$ cat src/rtl/meas_sequencer_pkg.sv
// -----------------------------------------------------------------------------
// meas_sequencer_pkg
//
// Shared definitions for the measurement sequencer:
//   - FSM state encodings (legacy-compatible localparam constants)
//   - bit positions inside the 3-bit status word {timeout_err, done, busy}
//   - small decode helpers used to build the registered outputs
// -----------------------------------------------------------------------------
package meas_sequencer_pkg;

  localparam int STATE_W = 3;

  localparam logic [STATE_W-1:0] ST_IDLE       = 3'd0;
  localparam logic [STATE_W-1:0] ST_HOLDOFF    = 3'd1;
  localparam logic [STATE_W-1:0] ST_TRIG       = 3'd2;
  localparam logic [STATE_W-1:0] ST_WAIT_VALID = 3'd3;
  localparam logic [STATE_W-1:0] ST_DONE       = 3'd4;
  localparam logic [STATE_W-1:0] ST_ERROR      = 3'd5;

  // Status word bit positions.
  localparam int STAT_BUSY_BIT    = 0;
  localparam int STAT_DONE_BIT    = 1;
  localparam int STAT_TIMEOUT_BIT = 2;
  localparam int STAT_W           = 3;

  // A sequence is "in flight" while it is counting, triggering or waiting.
  function automatic logic state_is_busy(input logic [STATE_W-1:0] st);
    return (st == ST_HOLDOFF) || (st == ST_TRIG) || (st == ST_WAIT_VALID);
  endfunction

  // Status word for a given state.
  function automatic logic [STAT_W-1:0] status_of(input logic [STATE_W-1:0] st);
    logic [STAT_W-1:0] s;
    s                   = '0;
    s[STAT_BUSY_BIT]    = state_is_busy(st);
    s[STAT_DONE_BIT]    = (st == ST_DONE);
    s[STAT_TIMEOUT_BIT] = (st == ST_ERROR);
    return s;
  endfunction

endpackage : meas_sequencer_pkg

$ cat src/rtl/meas_sequencer_clk_counter.sv
// -----------------------------------------------------------------------------
// clk_counter
//
// Free-running clock counter with synchronous clear, count enable and a
// terminal-count compare. Used twice by meas_sequencer: once for the holdoff
// interval and once for the valid timeout.
//
// Ports:
//   clk      in   system clock (rising edge)
//   reset    in   synchronous active-high reset, clears the count
//   clear_i  in   synchronous clear (has priority over en_i)
//   en_i     in   count enable, +1 per clock
//   limit_i  in   terminal value
//   hit_o    out  high when the count after this clock's increment would be
//                 >= limit_i; a limit of 0 therefore hits on the first clock
// -----------------------------------------------------------------------------
module clk_counter #(
  parameter int W = 24
) (
  input  logic         clk,
  input  logic         reset,
  input  logic         clear_i,
  input  logic         en_i,
  input  logic [W-1:0] limit_i,
  output logic         hit_o
);

  logic [W-1:0] count_q;
  logic [W-1:0] count_d;
  logic [W:0]   count_inc;

  // NOTE: every signal assigned in an always_comb gets a default first, so no
  // path through the block leaves it unassigned and no latch is inferred.
  always_comb begin
    count_inc = {1'b0, count_q} + {{W{1'b0}}, 1'b1};
    count_d   = count_q;
    if (clear_i) begin
      count_d = '0;
    end else if (en_i) begin
      count_d = count_inc[W-1:0];
    end
  end

  // Compare one bit wider than the counter so a limit of all-ones still
  // terminates instead of wrapping past it.
  assign hit_o = (count_inc >= {1'b0, limit_i});

  // NOTE: sequential state is updated with non-blocking assignments only, so
  // every flop samples the pre-edge values regardless of evaluation order.
  always_ff @(posedge clk) begin
    if (reset) begin
      count_q <= '0;
    end else begin
      count_q <= count_d;
    end
  end

endmodule : clk_counter

$ cat src/rtl/meas_sequencer.sv
// -----------------------------------------------------------------------------
// meas_sequencer
//
// Drives an ADC through a sequence of conversions: wait a holdoff interval,
// pulse a conversion request, wait (optionally with timeout) for the result,
// and repeat until the programmed number of samples is collected (or forever
// when the sample count is 0). Completion and timeout raise an interrupt and
// are held until the MCU drops arm_i.
//
// Ports:
//   clk                    in   system clock (rising edge)
//   reset                  in   synchronous active-high reset
//   arm_i                  in   level: 1 = run sequence, 0 = abort / idle
//   p_sample_count_i       in   samples per sequence, 0 = continuous
//   p_clk_count_holdoff_i  in   clocks from a completed sample to next trigger
//   p_clk_count_timeout_i  in   max clocks from trigger to error, 0 = none
//   adc_measure_valid_i    in   ADC result ready (pulse or level)
//   adc_measure_trig_o     out  one-clock conversion request
//   meas_complete_o        out  sequence finished
//   spi_interrupt_o        out  MCU interrupt (done or timeout)
//   sample_idx_o           out  samples completed in this sequence
//   status_o               out  {timeout_err, done, busy}
//   monitor_o              out  {adc_measure_trig_o, adc_measure_valid_i}
//
// Timing:
//   - HOLDOFF lasts max(holdoff, 1) clocks.
//   - The timeout counter runs from the trigger clock; with timeout = T the
//     ERROR state is entered T clocks after the trigger (at least 2), and a
//     valid arriving on that same clock is still counted.
//   - All outputs except monitor_o come straight from flops, computed from
//     the next state so they line up with the state register.
// -----------------------------------------------------------------------------
module meas_sequencer
  import meas_sequencer_pkg::*;
#(
  parameter int CNT_W = 24,
  parameter int SMP_W = 16
) (
  input  logic              clk,
  input  logic              reset,
  input  logic              arm_i,
  input  logic [SMP_W-1:0]  p_sample_count_i,
  input  logic [CNT_W-1:0]  p_clk_count_holdoff_i,
  input  logic [CNT_W-1:0]  p_clk_count_timeout_i,
  input  logic              adc_measure_valid_i,
  output logic              adc_measure_trig_o,
  output logic              meas_complete_o,
  output logic              spi_interrupt_o,
  output logic [SMP_W-1:0]  sample_idx_o,
  output logic [STAT_W-1:0] status_o,
  output logic [1:0]        monitor_o
);

  logic [STATE_W-1:0] state_q;
  logic [STATE_W-1:0] state_d;
  logic [SMP_W-1:0]   sample_idx_q;
  logic [SMP_W-1:0]   sample_idx_d;
  logic [SMP_W-1:0]   sample_idx_inc;
  logic               trig_q;
  logic               trig_d;
  logic               complete_q;
  logic               complete_d;
  logic               irq_q;
  logic               irq_d;
  logic [STAT_W-1:0]  status_q;
  logic [STAT_W-1:0]  status_d;

  logic holdoff_clear;
  logic holdoff_en;
  logic holdoff_hit;
  logic timeout_clear;
  logic timeout_en;
  logic timeout_hit;
  logic timeout_enabled;
  logic seq_limited;

  // ---------------------------------------------------------------------------
  // Interval counters. Both are held at zero outside their window, so the
  // first clock of the window always starts from a clean count.
  // ---------------------------------------------------------------------------
  assign holdoff_en    = (state_q == ST_HOLDOFF);
  assign holdoff_clear = !holdoff_en;

  // The timeout window starts on the trigger clock itself.
  assign timeout_en    = (state_q == ST_TRIG) || (state_q == ST_WAIT_VALID);
  assign timeout_clear = !timeout_en;

  clk_counter #(
    .W (CNT_W)
  ) u_holdoff_cnt (
    .clk     (clk),
    .reset   (reset),
    .clear_i (holdoff_clear),
    .en_i    (holdoff_en),
    .limit_i (p_clk_count_holdoff_i),
    .hit_o   (holdoff_hit)
  );

  clk_counter #(
    .W (CNT_W)
  ) u_timeout_cnt (
    .clk     (clk),
    .reset   (reset),
    .clear_i (timeout_clear),
    .en_i    (timeout_en),
    .limit_i (p_clk_count_timeout_i),
    .hit_o   (timeout_hit)
  );

  assign timeout_enabled = (p_clk_count_timeout_i != '0);
  assign seq_limited     = (p_sample_count_i != '0);
  assign sample_idx_inc  = sample_idx_q + {{(SMP_W-1){1'b0}}, 1'b1};

  // ---------------------------------------------------------------------------
  // Next-state logic. Dropping arm_i takes priority in every state.
  // ---------------------------------------------------------------------------
  always_comb begin
    state_d      = state_q;
    sample_idx_d = sample_idx_q;

    case (state_q)
      ST_IDLE: begin
        if (arm_i) begin
          state_d      = ST_HOLDOFF;
          sample_idx_d = '0;
        end
      end

      ST_HOLDOFF: begin
        if (!arm_i) begin
          state_d = ST_IDLE;
        end else if (holdoff_hit) begin
          state_d = ST_TRIG;
        end
      end

      ST_TRIG: begin
        if (!arm_i) begin
          state_d = ST_IDLE;
        end else begin
          state_d = ST_WAIT_VALID;
        end
      end

      ST_WAIT_VALID: begin
        if (!arm_i) begin
          state_d = ST_IDLE;
        end else if (adc_measure_valid_i) begin
          // Valid is checked before the timeout so a coincident result wins.
          // A held-high valid is counted once per entry because the state
          // leaves WAIT_VALID on the same clock.
          sample_idx_d = sample_idx_inc;
          if (seq_limited && (sample_idx_inc == p_sample_count_i)) begin
            state_d = ST_DONE;
          end else begin
            state_d = ST_HOLDOFF;
          end
        end else if (timeout_enabled && timeout_hit) begin
          state_d = ST_ERROR;
        end
      end

      ST_DONE, ST_ERROR: begin
        if (!arm_i) begin
          state_d = ST_IDLE;
        end
      end

      default: begin
        state_d = ST_IDLE;
      end
    endcase
  end

  // Registered outputs are decoded from the next state so they change on the
  // same edge as state_q without a combinational path to the pins.
  always_comb begin
    trig_d     = (state_d == ST_TRIG);
    complete_d = (state_d == ST_DONE);
    irq_d      = (state_d == ST_DONE) || (state_d == ST_ERROR);
    status_d   = status_of(state_d);
  end

  // NOTE: reset is synchronous and covers every flop, so a reset mid-sequence
  // returns all outputs to zero on the very next clock.
  always_ff @(posedge clk) begin
    if (reset) begin
      state_q      <= ST_IDLE;
      sample_idx_q <= '0;
      trig_q       <= 1'b0;
      complete_q   <= 1'b0;
      irq_q        <= 1'b0;
      status_q     <= '0;
    end else begin
      state_q      <= state_d;
      sample_idx_q <= sample_idx_d;
      trig_q       <= trig_d;
      complete_q   <= complete_d;
      irq_q        <= irq_d;
      status_q     <= status_d;
    end
  end

  assign adc_measure_trig_o = trig_q;
  assign meas_complete_o    = complete_q;
  assign spi_interrupt_o    = irq_q;
  assign sample_idx_o       = sample_idx_q;
  assign status_o           = status_q;

  // Scope probe: the valid input is deliberately passed through unregistered.
  assign monitor_o = {trig_q, adc_measure_valid_i};

endmodule : meas_sequencer

$ cat config.mk
export PLATFORM = sky130hd
export DESIGN_NAME = meas_sequencer
export DESIGN_NICKNAME = d
export VERILOG_FILES = /design/src/rtl/meas_sequencer_pkg.sv /design/src/rtl/meas_sequencer_clk_counter.sv /design/src/rtl/meas_sequencer.sv
export SDC_FILE = /design/constraint.sdc
export NUM_CORES = 1
export LEC_CHECK = 0
export BUFFER_PORTS_ARGS = -buffer_cell sky130_fd_sc_hd__buf_4
export CORE_UTILIZATION = 57
export CTS_CLUSTER_SIZE = 14
export DETAILED_ROUTE_END_ITERATION = 12
export PLACE_DENSITY = 0.81
export SLEW_MARGIN = 20
export SYNTH_ARGS = -nofsm -noshare
export SYNTH_HDL_FRONTEND = slang
export SYNTH_SLANG_ARGS = --single-unit
$ cat constraint.sdc
create_clock -name clk -period 3.9 [get_ports clk]
set_clock_uncertainty 0.1 [all_clocks]
set_input_delay 0.39 -clock clk [delete_from_list [all_inputs] [get_ports clk]]
set_output_delay 0.39 -clock clk [all_outputs]
set_load 0.02 [all_outputs]
# Yosys cells after proc, flatten, opt, wreduce, memory -nomap -nowiden
# Cells that the tools add are included.
# op_classes
add_sub_neg,3
n_mul,0
n_div,0
order_cmp,2
eq_ne,14
shifts,0
muxes,14
bitwise_logic,2
reduce_logical,14
# ops
cell,n
adder 24 x 1 -> 25 bit (second input constant),2
greater-or-equal comparator 25 x 24 -> 1 bit,2
two-way mux 16 bit,3
case mux 16 bit (2 select lines),1
two-way mux 3 bit,8
nonzero test 24 bit,1
adder 16 x 1 -> 16 bit (second input constant),1
equality test 16 bit,1
nonzero test 16 bit,1
case mux 3 bit (5 select lines),1
equality test 3 x 2 -> 1 bit (second input constant),4
equality test 3 bit (second input constant),4
equality test 3 x 1 -> 1 bit (second input constant),2
!= test 2 bit (second input constant),3
OR reduction 2 bit,3
logical OR 1 bit,4
AND reduction 4 bit,1
logical NOT 3 bit,1
logical AND 1 bit,2
two-way mux 2 bit,1
NOT 1 bit,2
nonzero test 2 bit,1
# word_totals
register_bits,73
latch_bits,0
mem_bits_rw,0
rom_bits,0
inputBits,68
out_inout_bits,24
n_memories,0

# Logic depth before layout (Yosys ltp)
# Gate-level depths: netlist of the first run.
# depth
depth_word,10
depth_mapped,15
depth_no_buf,14

# Modules after synthesis
# From an unflattened synthesis of the first run, not the netlist that was laid out.
# unflattened
hier_cells,750
area_unflattened_um2,5898.2
# by_module_without_submodules
module,n_inst,cells_each,area_per_inst_um2,seq_area_each_um2
clk_counter at u_holdoff_cnt,1,254,2058.2,480.5
clk_counter at u_timeout_cnt,1,255,2023.2,480.5
meas_sequencer,1,241,1816.7,480.5

# Worst setup path before layout of the first run
# No wires, ideal clock.
# synth_timing
path_kind,reg2reg
startpoint,reg u_timeout_cnt.count_q[0]
endpoint,"reg status_q[0], in the netlist status_o[0]"
setup_time_ns,0.123
t_arrival_ns,3.048
required_ns,3.677
setup_slack_ns,0.629
path_stages_with_launch,14
synth_period_minus_slack_ns,3.271
path_cell_list,dfxtp_1 > ha_1 > nand3_1 > nor4_4 > nand3_1 > xnor2_1 > ha_1 > nand4_1 > nor3_1 > o221ai_1 > a2111oi_0 > a211oi_1 > a311o_1 > o21bai_1
# synth_between
elab_chain_len,10
# synth_lines
item,line,source
start: declaration,meas_sequencer_clk_counter.sv:28,logic [W-1:0] count_q;
start signal: assignment,meas_sequencer_clk_counter.sv:54,count_q <= count_d;
adder 24 x 1 -> 25 bit (*),meas_sequencer_clk_counter.sv:35,"count_inc = {1'b0, count_q} + {{W{1'b0}}, 1'b1};"
net u_timeout_cnt.count_inc[16],meas_sequencer_clk_counter.sv:30,logic [W:0] count_inc;
greater-or-equal comparator 25 x 24 -> 1 bit (*),meas_sequencer_clk_counter.sv:46,"assign hit_o = (count_inc >= {1'b0, limit_i});"
logical AND 1 bit (*),meas_sequencer.sv:158,end else if (timeout_enabled && timeout_hit) begin
two-way mux 3 bit (*),meas_sequencer.sv:158,
two-way mux 3 bit (*),meas_sequencer.sv:148,end else if (adc_measure_valid_i) begin
two-way mux 3 bit (*),meas_sequencer.sv:146,if (!arm_i) begin
case mux 3 bit (5 select lines) (*),meas_sequencer.sv:121,case (state_q)
equality test 3 x 1 -> 1 bit or equality test 3 x 2 -> 1 bit (tied branches),meas_sequencer_pkg.sv:28,return (st == ST_HOLDOFF) || (st == ST_TRIG) || (st == ST_WAIT_VALID);
logical OR 1 bit,meas_sequencer_pkg.sv:28,
logical OR 1 bit (*),meas_sequencer_pkg.sv:28,
end signal: assignment,meas_sequencer.sv:200,status_q <= status_d;
end: declaration,meas_sequencer.sv:65,logic [STAT_W-1:0] status_q;
# Mark *: on every way through the listed nets, which the timed path passes. The rest lies on a longest branch.
# A chain may end at the register's enable or synchronous reset.

# Worst setup path after layout of the first run
# Ends and elaborated chain as after synthesis.

==> results of run 1 <==
registers in the layout, summed over array words and instances (netlist names):
register               cells
state_q                    3
spi_interrupt_o            1
u_timeout_cnt.count_q     24
sample_idx_o              16
status_o                   3
adc_measure_trig_o         1
u_holdoff_cnt.count_q     24
metal layers:
layer / routed length (µm) / track usage, % / vias to the layer above
li1: - / - / 2381
met1: 5590 / 33.2 / 2289
met2: 5860 / 45.9 / 139
met3: 635 / 4.03 / 28
met4: 295 / 9.73 / 0
met5: 0 / 0 / -
stage by stage:
stage / instance area [µm²] / util [%] / hold WS, ns
global placement: 5900 / 67.4 / 0.346
finish: 6080 / 69.4 / 0.236
floorplan: 5180 / - / 0.333
CTS: 6080 / 69.3 / 0.232
global route: 6080 / 69.4 / 0.246
detailed placement: 5900 / 67.4 / 0.373
final cells by class:
cell class	count	area, µm²
multi-input cells	479	3440
fillers	685	2680
flip-flops and latches	72	1440
repair buffers	93	698
inverters	53	199
well taps	108	135
clock buffers	9	124
clock inverters	7	48.8
repair_timing:
item,4_1_cts,5_1_grt
buffers inserted,0,0
endpoints found under the setup margin,0,1
endpoints found under the hold margin,0,0
resized for setup,0,3
cell usage in the layout (no fill, tap or decap), drive strengths merged, types with 6 or more instances in the layout:
| cell type | instances |
|---|---|
| and2 | 23 |
| nand3b | 7 |
| xnor2 | 43 |
| nand2 | 32 |
| a21oi | 29 |
| nor3 | 10 |
| clkbuf | 9 |
| or3 | 9 |
| and4 | 7 |
| xor2 | 22 |
| inv | 53 |
| nand3 | 33 |
| a211oi | 6 |
| buf | 93 |
| dfxtp | 72 |
| and3 | 21 |
| o21ai | 25 |
| ha | 51 |
| nor2 | 41 |
| nor4 | 19 |
| nand4 | 27 |
| nor2b | 29 |
where the power goes:
| group | internal (mW) | total, mW | switching, mW |
|---|---|---|---|
| combinational | 0.0788 | 0.154 | 0.0755 |
| clock | 0.229 | 0.529 | 0.300 |
| sequential | 0.737 | 0.739 | 0.00212 |
| total | 1.04 | 1.42 | 0.378 |
worst min path at each step:
stage,startpoint,to,slack (ns),cells after the start
2_1_floorplan,u_timeout_cnt.count_q[0]$_SDFF_PP0_,u_timeout_cnt.count_q[0]$_SDFF_PP0_,0.33,1
3_3_place_gp,u_timeout_cnt.count_q[0]$_SDFF_PP0_,u_timeout_cnt.count_q[0]$_SDFF_PP0_,0.35,1
3_5_place_dp,u_timeout_cnt.count_q[0]$_SDFF_PP0_,u_timeout_cnt.count_q[0]$_SDFF_PP0_,0.37,1
4_1_cts,arm_i,adc_measure_trig_o$_SDFF_PP0_,0.23,3
5_1_grt,arm_i,adc_measure_trig_o$_SDFF_PP0_,0.25,3
6_report,arm_i,adc_measure_trig_o$_SDFF_PP0_,0.24,3
worst register-to-register path, stage by stage, from the launching register on:
cell	delay (ns)
dfxtp_1	0.39
ha_1	0.24
nand3_1	0.16
nor4_4	0.39
nand3_1	0.14
xnor2_1	0.16
ha_1	0.30
nand4_1	0.17
nor3_2	0.26
o221ai_1	0.18
a2111oi_1	0.42
a211oi_1	0.09
a311o_1	0.34
o21bai_1	0.15
cells by family (layout without fill, tap and decap cells):
| family | count (synthesis) | after routing | share of synthesized area, % |
|---|---|---|---|
| simple gates | 270 | 270 | 31.7 |
| compound gates | 93 | 93 | 11.2 |
| buf+inv | 76 | 162 | 5.99 |
| flops | 72 | 72 | 27.8 |
| xor+xnor | 65 | 65 | 11.0 |
| fa+ha+maj | 51 | 51 | 12.3 |
==> flow_metrics.py, run 1 <==
metrics = {
    "routing": {
        "drtAntennaViolNets": 0,
        "drc": 0,
        "vias": 4837,
        "first_pass_iters": 4,
        "vias_per_cell": 5.89,
        "drt_iter0_drc": 180,
        "routed_wl_mm": 12.4,
        "wire_per_inst_um": 15.1,
    },
    "setup_path": {
        "cp_max_fo": 4,
        "crit_buf_inv": 0,
        "crit_chain": "ha_1, nand3_1, nor4_4, nand3_1, xnor2_1, ha_1, nand4_1, nor3_2, o221ai_1, a2111oi_1, a211oi_1, a311o_1, o21bai_1",
        "arrival_ns": 3.72,
        "startpoint_type": "flip-flop",
        "crit_family": "compound AO/OA/AOI/OAI gates",
        "crit_end": "status_o[0]$_SDFF_PP0_",
        "cp.depth": 13,
        "required_ns": 4.03,
        "reg2reg_depth": 13,
        "endpoint_kind": "flip-flop",
        "reg2reg_to": "status_o[0]$_SDFF_PP0_",
        "max_stage_delay_ns": 0.42,
        "cp-startpoint": "u_timeout_cnt.count_q[0]$_SDFF_PP0_",
        "rr_startpoint": "u_timeout_cnt.count_q[0]$_SDFF_PP0_",
        "r2r_setup_slack_ns": 0.31,
        "cp_slowest_cell": "a2111oi_1",
        "crit_type": "reg2reg",
    },
    "sta": {
        "setup_viol": 0,
        "relSlewSlack_pct": 49.3,
        "setup_slack_ns": 0.307,
        "worst_pin_slew_ns": 0.759,
        "setup-tns-final_ns": 0,
        "timing.fmax_mhz": 278,
        "post-route-period-util_pct": 92.1,
        "fin_crit_ns": 3.59,
        "hold_viol_final": 0,
        "final_max_slew_viol_count": 0,
    },
    "yosys": {
        "synth.net_count": 746,
        "synthCells": 627,
        "synth.area.top_cells": "dfxtp_1 28%, ha_1 12%, xnor2_1 7.3%",
        "ys_top_cells_by_count": "72 x dfxtp_1, 53 x inv_1, 51 x ha_1, 43 x xnor2_1, 41 x nor2_1",
        "yosysWarnings": 0,
        "ys_seq_area_share_pct": 27.8,
        "ys_ff_latch": 72,
        "synth_cell_type_count": 54,
        "synth_edf_count": 0,
        "syn_area_um2": 5180,
        "synth-main-ff-cell": "dfxtp_1",
        "synth.largest_area_cell": "dfxtp_1",
        "synth.top_cell.area_share_pct": 27.8,
        "async_flop_share_pct": 0,
        "avgSynthCellArea_um2": 8.26,
        "yosys.cell_count.top_type": "dfxtp_1",
    },
    "die": {
        "rows": 34,
        "die_y_um": 97.3,
        "fp.coreArea_um2": 8760,
        "start_util_pct": 59.1,
        "dieWidth_um": 97.3,
        "die_area_um2": 9480,
        "io_pins": 92,
    },
    "global_route": {
        "grt_pass1_wl_mm": 20.8,
        "grt_max_degree": 23,
        "antenna_found_initial": 0,
        "grt_pass1_vias": 4672,
        "grt_overflow": 0,
        "track_usage_pct": 26.5,
    },
    "layout": {
        "diodes": 0,
        "drive_above_1_share_pct": 17.8,
        "synthToLayoutAreaGrowth_pct": 17.4,
        "stdcell_count": 821,
        "final_nets": 827,
    },
    "clocking": {
        "cts_buffer_depth": 2,
        "numCtsBuffers": 9,
        "htree_num_levels": 3,
        "clockRootBuffer": "clkbuf_8",
        "clk_pin_slew_ns": 0.08,
        "holdBufCountCts": 0,
        "clock_latency_ns": 0.35,
        "numClockSinks": 72,
        "cts_tree": "yes",
    },
    "job": {
        "cap_violations": 0,
    },
    "power": {
        "fin_total_pwr_mw": 1.42,
        "ir_drop_uv": 172,
        "p_leak_nw": 2.80,
        "powerDensity_nw_per_um2": 234,
    },
    "hold_path": {
        "hold_class": "in2reg",
    },
    "status": {
        "status": "finished, final reports clean",
    },
    "placed_design": {
        "dp.cells": 805,
        "hpwl_mm": 9.83,
        "globalplace.congestion": 0.880,
        "pre_cts_slack_ns": 0.238,
        "portBuffers": 91,
    },
}
Power figures use the tool's default switching activity.
==> run 2, diff against run 1 <==
- CORE_UTILIZATION: 57 -> 58
- SYNTH_HIERARCHICAL: default -> 1
==> run 2 against run 1 <==
  * First-iteration DRC count up 25%
  * Global-route usage up 0.25 points
  * Synthesized area up 14%
  * Critical path type unchanged
==> flow_metrics.py, run 2 <==
metrics = {
    "routing": {
        "vias": 5488,
        "routed_wl_mm": 13.8,
        "wire_per_inst_um": 14.2,
        "drtAntennaViolNets": 0,
        "first_pass_iters": 4,
        "drt_iter0_drc": 225,
        "drc": 0,
        "vias_per_cell": 5.67,
    },
    "yosys": {
        "avgSynthCellArea_um2": 7.86,
        "synth.largest_area_cell": "dfxtp_1",
        "synth.net_count": 869,
        "synth-simple-area-share_pct": 30.4,
        "yosysWarnings": 6,
        "synthAdderAreaFrac_pct": 10.8,
        "synth_edf_count": 0,
        "ys_ff_latch": 72,
        "ys_top_cells_by_count": "86 x nor2_1, 72 x dfxtp_1, 62 x xor2_1, 56 x inv_1, 51 x ha_1",
        "synth_compound_area_share_pct": 11.4,
        "synth_xor_area_share_pct": 15.7,
        "ys_seq_area_share_pct": 24.4,
        "synth_mux_area_share_pct": 0.530,
        "synth-main-ff-cell": "dfxtp_1",
        "synth.area.top_cells": "dfxtp_1 24%, ha_1 11%, xor2_1 9.2%",
        "async_flop_share_pct": 0,
        "synth_top_family_by_area": "simple AND/OR/NAND/NOR gates",
        "syn_area_um2": 5900,
        "synthCells": 750,
        "synth.top_cell.area_share_pct": 24.4,
        "yosys.cell_count.top_type": "nor2_1",
        "synth_cell_type_count": 67,
    },
    "power": {
        "ir_drop_uv": 168,
        "p_leak_nw": 3.12,
        "powerDensity_nw_per_um2": 221,
    },
    "layout": {
        "final_common_cell": "buf_4",
        "fin_util_pct": 70.6,
        "layout.cell_area.non_filler_um2": 6930,
        "final_nets": 949,
        "synthToLayoutAreaGrowth_pct": 17.6,
        "final_cell_mix": "107 x buf_4, 85 x nor2_1, 71 x dfxtp_1",
        "diodes": 0,
        "drive_above_1_share_pct": 19.3,
    },
    "die": {
        "start_util_pct": 60.1,
        "die_y_um": 103,
        "fp.coreArea_um2": 9820,
        "dieWidth_um": 103,
        "rows": 36,
        "die_area_um2": 10600,
        "io_pins": 92,
    },
    "clocking": {
        "holdBufCountCts": 0,
        "htree_num_levels": 3,
        "numCtsBuffers": 9,
        "clk_pin_slew_ns": 0.08,
        "clock_latency_ns": 0.34,
        "numClockSinks": 72,
        "cts_buffer_depth": 2,
        "clockRootBuffer": "clkbuf_8",
        "cts_tree": "yes",
    },
    "placed_design": {
        "hpwl_mm": 10.5,
        "globalplace.congestion": 0.898,
        "pre_cts_slack_ns": 0.155,
        "placed_area_um2": 6630,
        "portBuffers": 91,
    },
    "global_route": {
        "grt_max_degree": 25,
        "grt_overflow": 0,
        "track_usage_pct": 26.7,
        "grt_pass1_wl_mm": 22.6,
        "grt_pass1_vias": 5172,
        "antenna_found_initial": 0,
    },
    "setup_path": {
        "endpoint_kind": "flip-flop",
        "cp_max_fo": 7,
        "arrival_ns": 3.79,
        "r2r_setup_slack_ns": 0.27,
        "required_ns": 4.06,
        "startpoint_type": "flip-flop",
        "crit_type": "reg2reg",
    },
    "sta": {
        "timing.fmax_mhz": 275,
        "setup_viol": 0,
        "hold-worst-slack_ns": 0.262,
        "final_max_slew_viol_count": 0,
        "fin_crit_ns": 3.63,
        "setup-tns-final_ns": 0,
        "relSlewSlack_pct": 49.7,
        "worst_pin_slew_ns": 0.753,
        "post-route-period-util_pct": 93.2,
        "setup_slack_ns": 0.267,
        "rsz0062_at_grt": "true",
        "hold_viol_final": 0,
    },
    "status": {
        "status": "finished, final reports clean",
    },
    "hold_path": {
        "hold_class": "in2reg",
    },
    "job": {
        "cap_violations": 0,
    },
}
-- run 2: final timing paths --
check | start | endpoint | depth (start not counted)
worst max register to register | u_holdoff_cnt/count_q[6]$_SDFFE_PP0P_ | status_o[2]$_SDFF_PP0_ | 14
worst max-delay path | u_holdoff_cnt/count_q[6]$_SDFFE_PP0P_ | status_o[2]$_SDFF_PP0_ | 14
worst min-delay path | reset | sample_idx_o[15]$_SDFFE_PP0P_ | 2
worst min register to register | u_timeout_cnt/count_q[21]$_SDFFE_PP0P_ | u_timeout_cnt/count_q[21]$_SDFFE_PP0P_ | 2
-- run 2: metal layers --
metal	wire length, µm	part of all wire (%)	track usage, %
met5	0	0	0
met4	289	2.1	10.3
met2	7060	51	48.1
met3	547	4.0	4.27
met1	5890	43	31.9
-- run 2: cell families (layout without fill, tap and decap cells) --
| logic type | count (synthesis) | count (layout) |
|---|---|---|
| AND/OR/NAND/NOR | 315 | 315 |
| AO/OA/AOI/OAI | 109 | 109 |
| XOR/XNOR | 106 | 106 |
| buffers and inverters | 94 | 179 |
| flip-flops | 72 | 72 |
| adder cells (fa/ha/maj) | 51 | 51 |
| multiplexers | 3 | 3 |
-- run 2: final cells by class --
type,instances,area (µm²)
fill,815,2890
multi-input combinational,584,4090
inverter,56,210
clock buffer,9,124
clock inverter,7,96.3
sequential,72,1440
timing repair buffer,107,803
tap,133,166
-- run 2: worst max-delay path: stages (launching register included) --
cell,delay [ns]
dfxtp_1,0.49
nand4_4,0.21
nor3_4,0.31
buf_4,0.19
nand3_1,0.09
xnor2_1,0.20
ha_1,0.26
and4_1,0.22
nor4bb_4,0.18
o21ai_0,0.08
a31oi_1,0.08
or4_1,0.58
a32oi_1,0.26
o21ai_2,0.11
nor3_1,0.20
-- run 2: what timing repair did --
action,4_1_cts,5_1_grt
setup endpoints to repair,0,5
gates resized for setup,0,8
setup buffers,0,7
-- run 2: per-stage QoR --
step	total power [mW]	std cells
after global placement	0.897	945
after CTS	1.55	961
final	1.53	968
after floorplan	0.823	750
after detailed placement	0.903	945
after global routing	1.60	968
-- run 2: power breakdown --
group | switching (mW) | internal (mW)
Sequential | 0.00158 | 0.736
Combinational | 0.0720 | 0.0778
Clock | 0.285 | 0.360
Total | 0.359 | 1.17
==> run 3, diff against run 2 <==
- BUFFER_PORTS_ARGS: -buffer_cell sky130_fd_sc_hd__buf_4 -> default
- CORE_UTILIZATION: 58 -> 65
- DONT_BUFFER_PORTS: default -> 1
==> run 3 against run 2 <==
  * Hold slack worse by 0.25 ns
  * First-iteration DRC count grew 34%
  * Critical path type unchanged
  * Non-clock buffer count is 89 lower
  * Combinational power down 41%
  * Sequential share of layout area up 2.4 points
  * Via count is 5.5% lower
  * Power shrank 8.1%
  * Clock-buffer cell count did not move
  * Die area fell by 11%
  * Register-to-register slack gained 0.02 ns
  * Sequential power hardly changed
==> flow_metrics.py, run 3 (same netlist as run 2, synthesis figures left out) <==
metrics = {
    "sta": {
        "relSlewSlack_pct": 51.6,
        "setup_slack_ns": 0.285,
        "hold_viol_final": 0,
        "worst_pin_slew_ns": 0.725,
        "setup-tns-final_ns": 0,
        "timing.fmax_mhz": 277,
        "rsz0062_at_grt": "false",
        "post-route-period-util_pct": 92.7,
        "setup_viol": 0,
        "fin_crit_ns": 3.62,
        "hold-worst-slack_ns": 0.0124,
        "final_max_slew_viol_count": 0,
    },
    "routing": {
        "first_pass_iters": 5,
        "drc": 0,
        "drtAntennaViolNets": 0,
        "vias_per_cell": 6.07,
        "routed_wl_mm": 13.4,
        "wire_per_inst_um": 15.7,
        "drt_iter0_drc": 302,
        "vias": 5187,
    },
    "power": {
        "powerDensity_nw_per_um2": 226,
        "ir_drop_uv": 158,
        "p_leak_nw": 2.67,
        "fin_total_pwr_mw": 1.41,
    },
    "setup_path": {
        "crit_path_frequent_cell": "nand3_1",
        "r2r_setup_slack_ns": 0.28,
        "reg2reg_to": "status_o[2]$_SDFF_PP0_",
        "cp-startpoint": "u_holdoff_cnt/count_q[4]$_SDFFE_PP0P_",
        "crit_chain": "nand3_1, nor3_4, buf_4, nand3_1, xnor2_1, ha_1, nand4_1, nor4bb_4, o21ai_0, a31oi_1, or4_1, a32oi_1, o21ai_2, nor3_1",
        "startpoint_type": "flip-flop",
        "cp_max_fo": 11,
        "crit_family": "simple AND/OR/NAND/NOR gates",
        "required_ns": 4.06,
        "rr_startpoint": "u_holdoff_cnt/count_q[4]$_SDFFE_PP0P_",
        "cp_slowest_cell": "or4_1",
        "max_stage_delay_ns": 0.57,
        "crit_type": "reg2reg",
        "arrival_ns": 3.77,
        "crit_buf_inv": 1,
        "reg2reg_depth": 14,
        "endpoint_kind": "flip-flop",
    },
    "hold_path": {
        "min_from": "reset",
        "hold_class": "in2reg",
        "whs_path_depth": 1,
        "hold_end": "sample_idx_o[6]$_SDFFE_PP0P_",
    },
    "clocking": {
        "cts_buffer_depth": 2,
        "numCtsBuffers": 9,
        "clockRootBuffer": "clkbuf_8",
        "clock_latency_ns": 0.35,
        "cts_tree": "yes",
        "htree_num_levels": 3,
        "clk_pin_slew_ns": 0.09,
        "numClockSinks": 72,
    },
    "layout": {
        "final_nets": 860,
        "layout.cell_area.non_filler_um2": 6230,
        "fin_util_pct": 71.0,
        "final_cell_mix": "85 x nor2_1, 71 x dfxtp_1, 62 x xor2_1",
        "stdcell_count": 854,
        "multi_input_area_um2": 4100,
        "final_common_cell": "nor2_1",
        "diodes": 0,
        "synthToLayoutAreaGrowth_pct": 5.56,
        "fillers": 722,
        "register_area_um2": 1440,
        "drive_above_1_share_pct": 9.12,
    },
    "die": {
        "die_area_um2": 9460,
        "dieWidth_um": 97.3,
        "rows": 34,
        "die_y_um": 97.3,
        "start_util_pct": 67.3,
        "fp.coreArea_um2": 8760,
        "io_pins": 92,
    },
    "placed_design": {
        "portBuffers": 0,
        "placed_area_um2": 5900,
        "hpwl_mm": 10.0,
        "pre_cts_slack_ns": 0.103,
        "globalplace.congestion": 0.900,
        "dp.cells": 827,
    },
    "global_route": {
        "grt_pass1_vias": 5068,
        "track_usage_pct": 29.0,
        "grt_overflow": 0,
        "grt_pass1_wl_mm": 23.0,
        "grt_max_degree": 25,
        "antenna_found_initial": 0,
    },
    "status": {
        "status": "finished, final reports clean",
    },
    "job": {
        "cap_violations": 0,
    },
}
==> run 3: cell count changes in the layout (fill, tap and decap cells not counted), sizes merged <==
cell | previous run | this run
inv | 56 | 57
bufinv | 2 | 1
dlygate4sd3 | 0 | 4
buf | 107 | 14
==> run 3: worst max path at each step <==
stage                                          endpoint  slack (ns)  depth (start not counted)
final                            status_o[2]$_SDFF_PP0_        0.28                         14
after global placement    adc_measure_trig_o$_SDFF_PP0_        0.29                         14
after global routing             status_o[2]$_SDFF_PP0_        0.03                         15
after detailed placement  adc_measure_trig_o$_SDFF_PP0_        0.10                         17
after CTS                 adc_measure_trig_o$_SDFF_PP0_        0.09                         17
after floorplan           adc_measure_trig_o$_SDFF_PP0_        0.55                         13
==> run 3: repair_timing <==
item                                    4_1_cts  5_1_grt
buffers inserted                              0        7
hold buffers                                  2        2
gates resized for setup                       0        9
endpoints found under the setup margin        0        6
hold endpoints to repair                      7        1
==> run 3: power by group <==
| group | internal [mW] | switching, mW | total, mW |
|---|---|---|---|
| clock network | 0.295 | 0.286 | 0.581 |
| logic | 0.0375 | 0.0505 | 0.0880 |
| registers | 0.736 | 0.00247 | 0.738 |
| total | 1.07 | 0.339 | 1.41 |
==> run 3: routing by layer <==
layer  global-route usage [%]  share of wire, %  vias to the layer above
met5                        0                 0                        -
met4                     10.7               2.2                        0
met3                     4.60               6.1                       30
met2                     50.2                49                      167
met1                     36.3                43                     2407
li1                         -                 -                     2583
==> run 3: cell type report <==
class,instances,area share (%)
clock buffer,9,1.99
clock inverter,7,1.15
inverter,56,3.38
multi-input combinational,584,65.8
sequential,72,23.2
tap,108,2.17
timing repair buffer,18,2.33
==> run 3: worst register-to-register path, cell delays in order, from the launching register on <==
cell and delay (ns):
dfxtp_1 0.49, nand3_1 0.20, nor3_4 0.32, buf_4 0.24
nand3_1 0.10, xnor2_1 0.25, ha_1 0.30, nand4_1 0.17
nor4bb_4 0.08, o21ai_0 0.08, a31oi_1 0.07, or4_1 0.57
a32oi_1 0.27, o21ai_2 0.11, nor3_1 0.20
